### src/rtl/cpu_types_pkg.sv
// Shared CPU types: data word, ALU op codes, fetch FSM states and the
// jump-target select encoding used by both the control unit and fetch.
package cpu_types_pkg;

    typedef logic [31:0] word_t;

    typedef enum logic [3:0] {
        ALU_SLL  = 4'd0,
        ALU_SRL  = 4'd1,
        ALU_ADD  = 4'd2,
        ALU_SUB  = 4'd3,
        ALU_AND  = 4'd4,
        ALU_OR   = 4'd5,
        ALU_XOR  = 4'd6,
        ALU_NOR  = 4'd7,
        ALU_SLT  = 4'd8,
        ALU_SLTU = 4'd9
    } aluop_t;

    typedef enum logic [1:0] {
        IDLE   = 2'd0,
        FETCH  = 2'd1,
        FULL   = 2'd2,
        HALTED = 2'd3
    } fetch_state_t;

    // jumpAddr encoding: next sequential PC, j/jal, jr, taken branch
    localparam logic [1:0] JSEL_NPC = 2'b00;
    localparam logic [1:0] JSEL_J   = 2'b01;
    localparam logic [1:0] JSEL_JR  = 2'b10;
    localparam logic [1:0] JSEL_BR  = 2'b11;

endpackage

### src/rtl/fetch_unit_if.sv
// Fetch unit bundle: icache request/response, decode handshake, redirect
// and halt inputs. With FETCH_PERF_CNT_EN defined the bundle also carries
// the fetch/redirect performance counters.
interface fetch_unit_if;
    import cpu_types_pkg::*;

    logic        ihit;
    word_t       imemload;
    logic        imemREN;
    word_t       imemaddr;
    word_t       instr;
    word_t       npc;
    logic        instr_valid;
    logic        instr_ready;
    logic        redirect;
    logic [1:0]  jumpAddr;
    word_t       redirect_npc;
    logic [25:0] immJ;
    logic [15:0] imm;
    word_t       rdat1;
    logic        halt;
    logic        halted;
`ifdef FETCH_PERF_CNT_EN
    word_t       fetch_count;
    word_t       redirect_count;
`endif

    modport fu (
        input  ihit, imemload, instr_ready, redirect, jumpAddr,
               redirect_npc, immJ, imm, rdat1, halt,
`ifdef FETCH_PERF_CNT_EN
        output fetch_count, redirect_count,
`endif
        output imemREN, imemaddr, instr, npc, instr_valid, halted
    );

    modport tb (
        output ihit, imemload, instr_ready, redirect, jumpAddr,
               redirect_npc, immJ, imm, rdat1, halt,
`ifdef FETCH_PERF_CNT_EN
        input  fetch_count, redirect_count,
`endif
        input  imemREN, imemaddr, instr, npc, instr_valid, halted
    );

endinterface

### src/rtl/fetch_target.sv
// Redirect target computation for j/jal, jr and taken branches.
// All arithmetic wraps mod 2^32.
module fetch_target
    import cpu_types_pkg::*;
(
    input  logic [1:0]  jump_addr,
    input  word_t       redirect_npc,
    input  logic [25:0] imm_j,
    input  logic [15:0] imm,
    input  word_t       rdat1,
    output word_t       target
);

    // Select the target for the requested transfer kind
    always_comb begin
        target = redirect_npc;
        case (jump_addr)
            JSEL_J:   target = {redirect_npc[31:28], imm_j, 2'b00};
            JSEL_JR:  target = rdat1;
            JSEL_BR:  target = redirect_npc + {{14{imm[15]}}, imm, 2'b00};
            default:  target = redirect_npc;
        endcase
    end

endmodule

### src/rtl/fetch_unit.sv
// Instruction fetch stage: PC, icache request, one-word buffer toward
// decode, redirect and halt handling.
// Optional macro FETCH_PERF_CNT_EN adds fetch_count/redirect_count.
module fetch_unit
    import cpu_types_pkg::*;
#(
    parameter word_t PC_INIT = 32'h0000_0000
) (
    input  logic     CLK,
    input  logic     nRST,
    fetch_unit_if.fu fuif
);

    fetch_state_t state_q, state_d;
    word_t        pc_q, pc_d;
    word_t        instr_q, instr_d;
    word_t        npc_q, npc_d;
    word_t        target_s;
    logic         redirect_apply_s;
    logic         fetch_accept_s;

    fetch_target u_target (
        .jump_addr    (fuif.jumpAddr),
        .redirect_npc (fuif.redirect_npc),
        .imm_j        (fuif.immJ),
        .imm          (fuif.imm),
        .rdat1        (fuif.rdat1),
        .target       (target_s)
    );

    // Next-state logic; halt beats redirect, redirect beats hit/transfer
    always_comb begin
        state_d          = state_q;
        pc_d             = pc_q;
        instr_d          = instr_q;
        npc_d            = npc_q;
        redirect_apply_s = fuif.redirect && (fuif.jumpAddr != JSEL_NPC)
                           && (state_q != HALTED) && !fuif.halt;
        fetch_accept_s   = 1'b0;
        if (fuif.halt) begin
            state_d = HALTED;
        end else if (redirect_apply_s) begin
            // any buffered word or same-cycle hit is dropped
            pc_d    = target_s;
            state_d = FETCH;
        end else begin
            case (state_q)
                IDLE:   state_d = FETCH;
                FETCH: begin
                    if (fuif.ihit) begin
                        fetch_accept_s = 1'b1;
                        instr_d        = fuif.imemload;
                        npc_d          = pc_q + 32'd4;
                        pc_d           = pc_q + 32'd4;
                        state_d        = FULL;
                    end else begin
                        state_d = FETCH;
                    end
                end
                FULL: begin
                    if (fuif.instr_ready) begin
                        state_d = FETCH;
                    end else begin
                        state_d = FULL;
                    end
                end
                HALTED: state_d = HALTED;
                default: state_d = IDLE;
            endcase
        end
    end

    // State, PC and buffered word registers
    always_ff @(posedge CLK or negedge nRST) begin
        if (!nRST) begin
            state_q <= IDLE;
            pc_q    <= PC_INIT;
            instr_q <= 32'h0000_0000;
            npc_q   <= PC_INIT + 32'd4;
        end else begin
            state_q <= state_d;
            pc_q    <= pc_d;
            instr_q <= instr_d;
            npc_q   <= npc_d;
        end
    end

    assign fuif.imemREN     = (state_q == FETCH);
    assign fuif.imemaddr    = pc_q;
    assign fuif.instr       = instr_q;
    assign fuif.npc         = npc_q;
    assign fuif.instr_valid = (state_q == FULL);
    assign fuif.halted      = (state_q == HALTED);

`ifdef FETCH_PERF_CNT_EN
    word_t fetch_count_q, fetch_count_d;
    word_t redirect_count_q, redirect_count_d;

    // Counter increments; accepted hits and applied redirects never occur in HALTED
    always_comb begin
        fetch_count_d    = fetch_count_q;
        redirect_count_d = redirect_count_q;
        if (fetch_accept_s) begin
            fetch_count_d = fetch_count_q + 32'd1;
        end else begin
            fetch_count_d = fetch_count_q;
        end
        if (redirect_apply_s) begin
            redirect_count_d = redirect_count_q + 32'd1;
        end else begin
            redirect_count_d = redirect_count_q;
        end
    end

    // Performance counter registers
    always_ff @(posedge CLK or negedge nRST) begin
        if (!nRST) begin
            fetch_count_q    <= 32'd0;
            redirect_count_q <= 32'd0;
        end else begin
            fetch_count_q    <= fetch_count_d;
            redirect_count_q <= redirect_count_d;
        end
    end

    assign fuif.fetch_count    = fetch_count_q;
    assign fuif.redirect_count = redirect_count_q;
`endif

endmodule

### src/flat_wrapper.sv
// flat-port wrapper written by rule: the top's interface ports become plain ports
module fetch_unit_flat import cpu_types_pkg::*;
#(
    parameter word_t PC_INIT = 32'h0000_0000
)
  (CLK, nRST, fuif_ihit, fuif_imemload, fuif_instr_ready, fuif_redirect, fuif_jumpAddr, fuif_redirect_npc, fuif_immJ, fuif_imm, fuif_rdat1, fuif_halt, fuif_imemREN, fuif_imemaddr, fuif_instr, fuif_npc, fuif_instr_valid, fuif_halted);
  fetch_unit_if fuif_i ();
  input  logic CLK;
  input  logic nRST;
  input wire logic [$bits(fuif_i.ihit)-1:0] fuif_ihit;
  input wire logic [$bits(fuif_i.imemload)-1:0] fuif_imemload;
  input wire logic [$bits(fuif_i.instr_ready)-1:0] fuif_instr_ready;
  input wire logic [$bits(fuif_i.redirect)-1:0] fuif_redirect;
  input wire logic [$bits(fuif_i.jumpAddr)-1:0] fuif_jumpAddr;
  input wire logic [$bits(fuif_i.redirect_npc)-1:0] fuif_redirect_npc;
  input wire logic [$bits(fuif_i.immJ)-1:0] fuif_immJ;
  input wire logic [$bits(fuif_i.imm)-1:0] fuif_imm;
  input wire logic [$bits(fuif_i.rdat1)-1:0] fuif_rdat1;
  input wire logic [$bits(fuif_i.halt)-1:0] fuif_halt;
  output wire logic [$bits(fuif_i.imemREN)-1:0] fuif_imemREN;
  output wire logic [$bits(fuif_i.imemaddr)-1:0] fuif_imemaddr;
  output wire logic [$bits(fuif_i.instr)-1:0] fuif_instr;
  output wire logic [$bits(fuif_i.npc)-1:0] fuif_npc;
  output wire logic [$bits(fuif_i.instr_valid)-1:0] fuif_instr_valid;
  output wire logic [$bits(fuif_i.halted)-1:0] fuif_halted;
  assign fuif_i.ihit = fuif_ihit;
  assign fuif_i.imemload = fuif_imemload;
  assign fuif_i.instr_ready = fuif_instr_ready;
  assign fuif_i.redirect = fuif_redirect;
  assign fuif_i.jumpAddr = fuif_jumpAddr;
  assign fuif_i.redirect_npc = fuif_redirect_npc;
  assign fuif_i.immJ = fuif_immJ;
  assign fuif_i.imm = fuif_imm;
  assign fuif_i.rdat1 = fuif_rdat1;
  assign fuif_i.halt = fuif_halt;
  assign fuif_imemREN = fuif_i.imemREN;
  assign fuif_imemaddr = fuif_i.imemaddr;
  assign fuif_instr = fuif_i.instr;
  assign fuif_npc = fuif_i.npc;
  assign fuif_instr_valid = fuif_i.instr_valid;
  assign fuif_halted = fuif_i.halted;
  fetch_unit #(.PC_INIT(PC_INIT)) u_core (.CLK(CLK), .nRST(nRST), .fuif(fuif_i));
endmodule
### config.mk
export PLATFORM = sky130hd
export DESIGN_NAME = fetch_unit_flat
export DESIGN_NICKNAME = d
export VERILOG_FILES = /design/src/rtl/cpu_types_pkg.sv /design/src/rtl/fetch_unit_if.sv /design/src/rtl/fetch_target.sv /design/src/rtl/fetch_unit.sv /design/src/flat_wrapper.sv
export SDC_FILE = /design/constraint.sdc
export NUM_CORES = 1
export LEC_CHECK = 0
export CAP_MARGIN = 30
export CORE_MARGIN = 1
export CORE_UTILIZATION = 58
export CTS_CLUSTER_SIZE = 24
export DETAILED_ROUTE_END_ITERATION = 16
export DONT_BUFFER_PORTS = 1
export GPL_TIMING_DRIVEN = 0
export PLACE_DENSITY_LB_ADDON = 0.05
export SYNTH_ARGS = -nofsm -noshare
export SYNTH_HDL_FRONTEND = slang
export SYNTH_SLANG_ARGS = --single-unit
export TNS_END_PERCENT = 50
### constraint.sdc
create_clock -name CLK -period 2.04 [get_ports CLK]
set_clock_uncertainty 0.05 [all_clocks]
set_input_delay 0.204 -clock CLK [delete_from_list [all_inputs] [get_ports CLK]]
set_output_delay 0.204 -clock CLK [all_outputs]
set_load 0.01 [all_outputs]
=== Word level (Yosys, flattened, before mapping) ===
Cells that the tools add are included.
W data, S select, Z words.

* Add/sub/neg operators: 2
* Eq/ne operators: 7
* Multiplexer cells: 9
* Bitwise operators: 2
* Reduce and logical (&&, ||, !) cells: 10

{| class="wikitable"
|+ Operators with widths
! kind !! number
|-
| $mux W32 || 3
|-
| $pmux W32 S3 || 1
|-
| $add A32 B3 Y32 const B || 1
|-
| $add A32 B32 Y32 || 1
|-
| $eq A2 B2 Y1 const B || 4
|-
| $mux W2 || 4
|-
| $pmux W2 S4 || 1
|-
| $reduce_bool A2 Y1 || 3
|-
| $eq A2 B1 Y1 const B || 2
|-
| $reduce_and A4 Y1 || 1
|-
| $logic_and A1 B1 Y1 || 3
|-
| $reduce_and A3 Y1 || 1
|-
| $logic_not A2 Y1 || 1
|-
| $ne A2 B2 Y1 const B || 1
|-
| $not A1 Y1 || 2
|-
| $logic_not A1 Y1 || 1
|}

* Register bits after elaboration: 98
* Input port bits: 146
* Word-level logic and storage cells: 34

=== Longest topological paths before layout ===
* Depth after elaboration: 6
* Mapped depth: 12
* Depth with buffers taken out: 12

=== Hierarchy ===
Synthesis repeated with hierarchy kept, for this count alone.

* Cells, all modules: 767
* Area total of the unflattened synthesis: 6,839.1 um^2

{| class="wikitable"
|+ Modules (own cells, without submodules)
! module !! times used !! cells each !! area an instance (um^2) !! sequential area each (um^2)
|-
| fetch_unit || 1 || 517 || 4,628.2 || 2,453.6
|-
| fetch_target || 1 || 250 || 2,210.9 || 0.0
|}

=== Worst setup path before layout ===
Ideal clock, no wire load.

* Path kind: input port to flip-flop
* From: in fuif_imm[0]
* To: reg u_core.pc_q[12] (netlist: u_core.fuif.imemaddr[12])
* Library setup time: 0.139 ns
* Arrival: 2.257 ns
* Path slack: -0.406 ns
* Cell stages on the path: 12
* Path buffers: 0
* Path through: ha_1 > inv_1 > fa_1 > nor2b_1 > o211ai_1 > a21oi_1 > o21ai_1 > a21oi_1 > nor2_1 > xor2_1 > a21oi_1 > or4b_1

* Cells in the longest elaborated chain, start to end: 3

{| class="wikitable"
|+ RTL lines
! what !! line !! RTL
|-
| start, declared || flat_wrapper.sv:17 || <nowiki>input wire logic [$bits(fuif_i.imm)-1:0] fuif_imm;</nowiki>
|-
| $add A32 B32 Y32 || fetch_target.sv:20 || <nowiki>JSEL_BR: target = redirect_npc + {{14{imm[15]}}, imm, 2'b00};</nowiki>
|-
| $pmux W32 S3 || fetch_target.sv:17 || <nowiki>case (jump_addr)</nowiki>
|-
| $mux W32 || fetch_unit.sv:42 || <nowiki>end else if (redirect_apply_s) begin</nowiki>
|-
| end signal, assigned || fetch_unit.sv:82 || <nowiki>pc_q <= pc_d;</nowiki>
|-
| end, declared || fetch_unit.sv:15 || <nowiki>word_t pc_q, pc_d;</nowiki>
|}

Every way passes these cells.
A chain may end at the register's enable or synchronous reset.

=== Worst setup path after layout ===
* From: reg u_core.pc_q[7] (netlist: u_core.fuif.imemaddr[7])
* To: reg u_core.pc_q[28] (netlist: u_core.fuif.imemaddr[28])

* Cells in the longest elaborated chain, start to end: 4

{| class="wikitable"
|+ RTL lines
! what !! line !! RTL
|-
| $add A32 B3 Y32 || fetch_unit.sv:54 || <nowiki>pc_d = pc_q + 32'd4;</nowiki>
|-
| $mux W32 || fetch_unit.sv:50 || <nowiki>if (fuif.ihit) begin</nowiki>
|-
| $mux W32 || fetch_unit.sv:47 || <nowiki>case (state_q)</nowiki>
|-
| $mux W32 || fetch_unit.sv:42 ||
|}

Every way passes these cells. The select of a mux whose other input is x is not followed.

==> impl_metrics.toml <==
[run_status]
outcome = "finished, violations left"
violations = "hold timing, setup timing"

[global_route]
grt_first_pass_wirelength_um = 31100
grt_usage_pct = 34.3
grt_max_degree = 99
antenna_found_initial = 1
first_global_vias = 6161
overflow = 0

[power_and_ir_drop]
leakage_nw = 3.74
powerDensity_nw_per_um2 = 609
vdd_drop_max_mv = 0.792

[synth]
synth_nets = 974
netlist_area_um2 = 6620
ys_warn_count = 0
yosysUniqueCellTypes = 63
synth_ff_type = "dfrtp_1"
syn-instance-count = 797
ys_seq_area_share_pct = 37.0
ys_ff_latch = 98
ys_async_sr_fraction_pct = 100
synth-edff-count = 0
syn_area_per_cell_um2 = 8.31

[die]
start_util_pct = 60.3
die_w_um = 109
pin_count = 245
die-area_um2 = 11800
dieHeight_um = 109
rows = 38
core_um2 = 11000

[cells_and_area]
regArea_um2 = 2470
multi_input_area_um2 = 4450
nets = 1074
fin_util_pct = 77.1
n_fill_cell = 733
area_growth_pct = 27.9
drive_above_1_share_pct = 21.4

[route]
wirelength_um = 21800
wl_per_cell_um = 20.9
drt_iter0_drc = 656
first_pass_iters = 5
drc = 0
final_antenna_net_count = 0
viasPerCell = 6.29
vias = 6558

[critical_path]
crit_path_end_kind = "flop"
path_class = "reg -> reg"
critical_path_arrival_ns = 2.42
cp_data_required_time_ns = 2.22
cp_max_fo = 3
start_kind = "flop"

[timing]
min_period_over_period_pct = 109
final-hold-violation-count = 99
worst_slack_ns = -0.194
tns_ns = -2.43
finalSetupViolCount = 26
drv_slew = 0
tightest_slew_ns = 0.692
whs_ns = -0.505
min_period_ns = 2.23
slew_headroom_pct = 53.9
rsz0062_at_grt = "true"
clock.fmax_mhz = 448

[placed_design]
portBuffers = 0
place_hpwl_um = 15100
gp_congestion = 0.930

[min_path]
hold_class = "in -> async"

[cts]
insertion_delay_ns = 0.35
h-tree-depth = 3
cts_sinks = 98
cts_tree = "yes"
clockRootBuffer = "clkbuf_16"
cts_max_path_buffers = 2
cts.clk_slew.worst_paths_ns = 0.07
cts_buffers = 9
postCtsHoldBufs = 39

[run]
drv_cap = 0
[cells in the mapped netlist, types with 16 or more instances]
cell type | n | share of area, %
a21oi_1 | 33 | 2.5
clkbuf_1 | 30 | 1.7
nor2_1 | 47 | 2.7
xor2_1 | 20 | 2.6
mux2i_1 | 16 | 2.4
dfrtp_1 | 97 | 37
nand2_1 | 182 | 10
nand3_1 | 23 | 1.7
a31oi_1 | 17 | 1.6
ha_1 | 30 | 5.7
o21ai_0 | 76 | 5.7
xnor2_1 | 44 | 5.8
o211ai_1 | 16 | 1.8
[metal layers]
| layer | part of all wire [%] | track usage [%] | wire [um] | vias to the layer above |
|---|---|---|---|---|
| li1 | - | - | - | 3016 |
| met1 | 39 | 40.5 | 8480 | 3101 |
| met2 | 49 | 60.0 | 10600 | 386 |
| met3 | 9.8 | 8.91 | 2150 | 55 |
| met4 | 2.7 | 12.5 | 592 | 0 |
| met5 | 0 | 0 | 0 | - |
[power by group]
part	switching [mW]	leakage, nW	internal, mW
sequential	0.296	1.29	2.08
clock	0.741	0.139	0.955
combinational	0.547	2.31	0.544
total	1.58	3.74	3.58
[layout make-up]
type                            instances  share of cell area (%)
Tap cell                              140                    2.07
Antenna cell                            1                  0.0295
Inverter                               13                   0.576
Multi-Input combinational cell        646                    52.5
Clock buffer                           10                    2.70
Buffer                                 37                    2.38
Sequential cell                        98                    29.2
Timing Repair Buffer                   92                    9.79
Clock inverter                          6                   0.798
[stage by stage]
| step | cell area (um2) | total power, mW | cells | worst slack [ns] |
|---|---|---|---|---|
| floorplan | 6790 | 3.04 | 797 | -0.288 |
| global placement | 6960 | 3.25 | 937 | -0.594 |
| detailed placement | 6960 | 3.27 | 937 | -0.669 |
| CTS | 7980 | 5.04 | 1015 | -0.182 |
| global route | 8470 | 5.35 | 1042 | -0.332 |
| finish | 8470 | 5.16 | 1043 | -0.194 |
[flip-flops by register name, indices dropped and copies added (netlist names)]
| name | count |
|---|---|
| u_core.fuif.instr | 32 |
| u_core.fuif.imemaddr | 32 |
| u_core.fuif.npc | 32 |
| u_core.state_q | 2 |
[worst max-delay path, cell delays in order, from the launching register on]
cell,delay [ns]
dfrtp_1,0.42
buf_6,0.15
nand3_4,0.09
nor4_4,0.36
nand2b_4,0.11
nor3_4,0.22
nand3_2,0.15
o211ai_2,0.21
o311ai_2,0.13
a31oi_1,0.15
o21ai_1,0.08
[final timing paths]
path                                          from  cells past startpoint  slack [ns]                  endpoint
max reg2reg                u_core.fuif.imemaddr[7]                     10       -0.19  u_core.fuif.imemaddr[28]
min                                           nRST                      0       -0.51        u_core.fuif.npc[1]
min reg2reg                     u_core.fuif.npc[2]                      2        0.47        u_core.fuif.npc[2]
max                        u_core.fuif.imemaddr[7]                     10       -0.19  u_core.fuif.imemaddr[28]
max in group asynchronous                     nRST                      0        2.21        u_core.fuif.npc[2]
min in group CLK                    fuif_rdat1[25]                      2           0  u_core.fuif.imemaddr[25]
[cells in the final DEF (no fill, tap or decap), types with 9 or more instances in the layout]
| cell | instances |
|---|---|
| xnor2_1 | 41 |
| xor2_1 | 19 |
| ha_1 | 18 |
| o211ai_1 | 16 |
| dfrtp_2 | 14 |
| nor2_1 | 44 |
| dfrtp_1 | 83 |
| o21ai_0 | 68 |
| a21o_1 | 15 |
| nand2_1 | 174 |
| clkbuf_1 | 16 |
| dlygate4sd3_1 | 39 |
| ha_4 | 10 |
| a21oi_2 | 10 |
| o21ai_1 | 20 |
| buf_6 | 11 |
| buf_4 | 46 |
| nand3_1 | 18 |
| clkbuf_16 | 9 |
| a21oi_1 | 23 |
| inv_1 | 12 |
| clkbuf_2 | 11 |
| a31oi_1 | 15 |
| mux2i_1 | 16 |
[cells by family (layout without fill, tap and decap cells)]
| group | after synthesis | count (layout) | share of synthesized area (%) |
|---|---|---|---|
| other cells | 0 | 1 | 0 |
| mux | 18 | 18 | 2.93 |
| simple gates | 310 | 310 | 21.2 |
| xor+xnor | 64 | 64 | 8.46 |
| compound gates | 223 | 223 | 21.3 |
| fa+ha+maj | 31 | 31 | 5.97 |
| buf+inv | 53 | 158 | 3.12 |
| flops | 98 | 98 | 37.0 |
[timing repair]
item                                   in CTS  in global routing
pin swaps                                  25                 47
setup buffers                              27                 31
endpoints found under the hold margin     137                 98
gates resized for setup                    43                 94
gates cloned                                0                  0
setup endpoints to repair                  96                 93
Power figures use the tool's default switching activity.
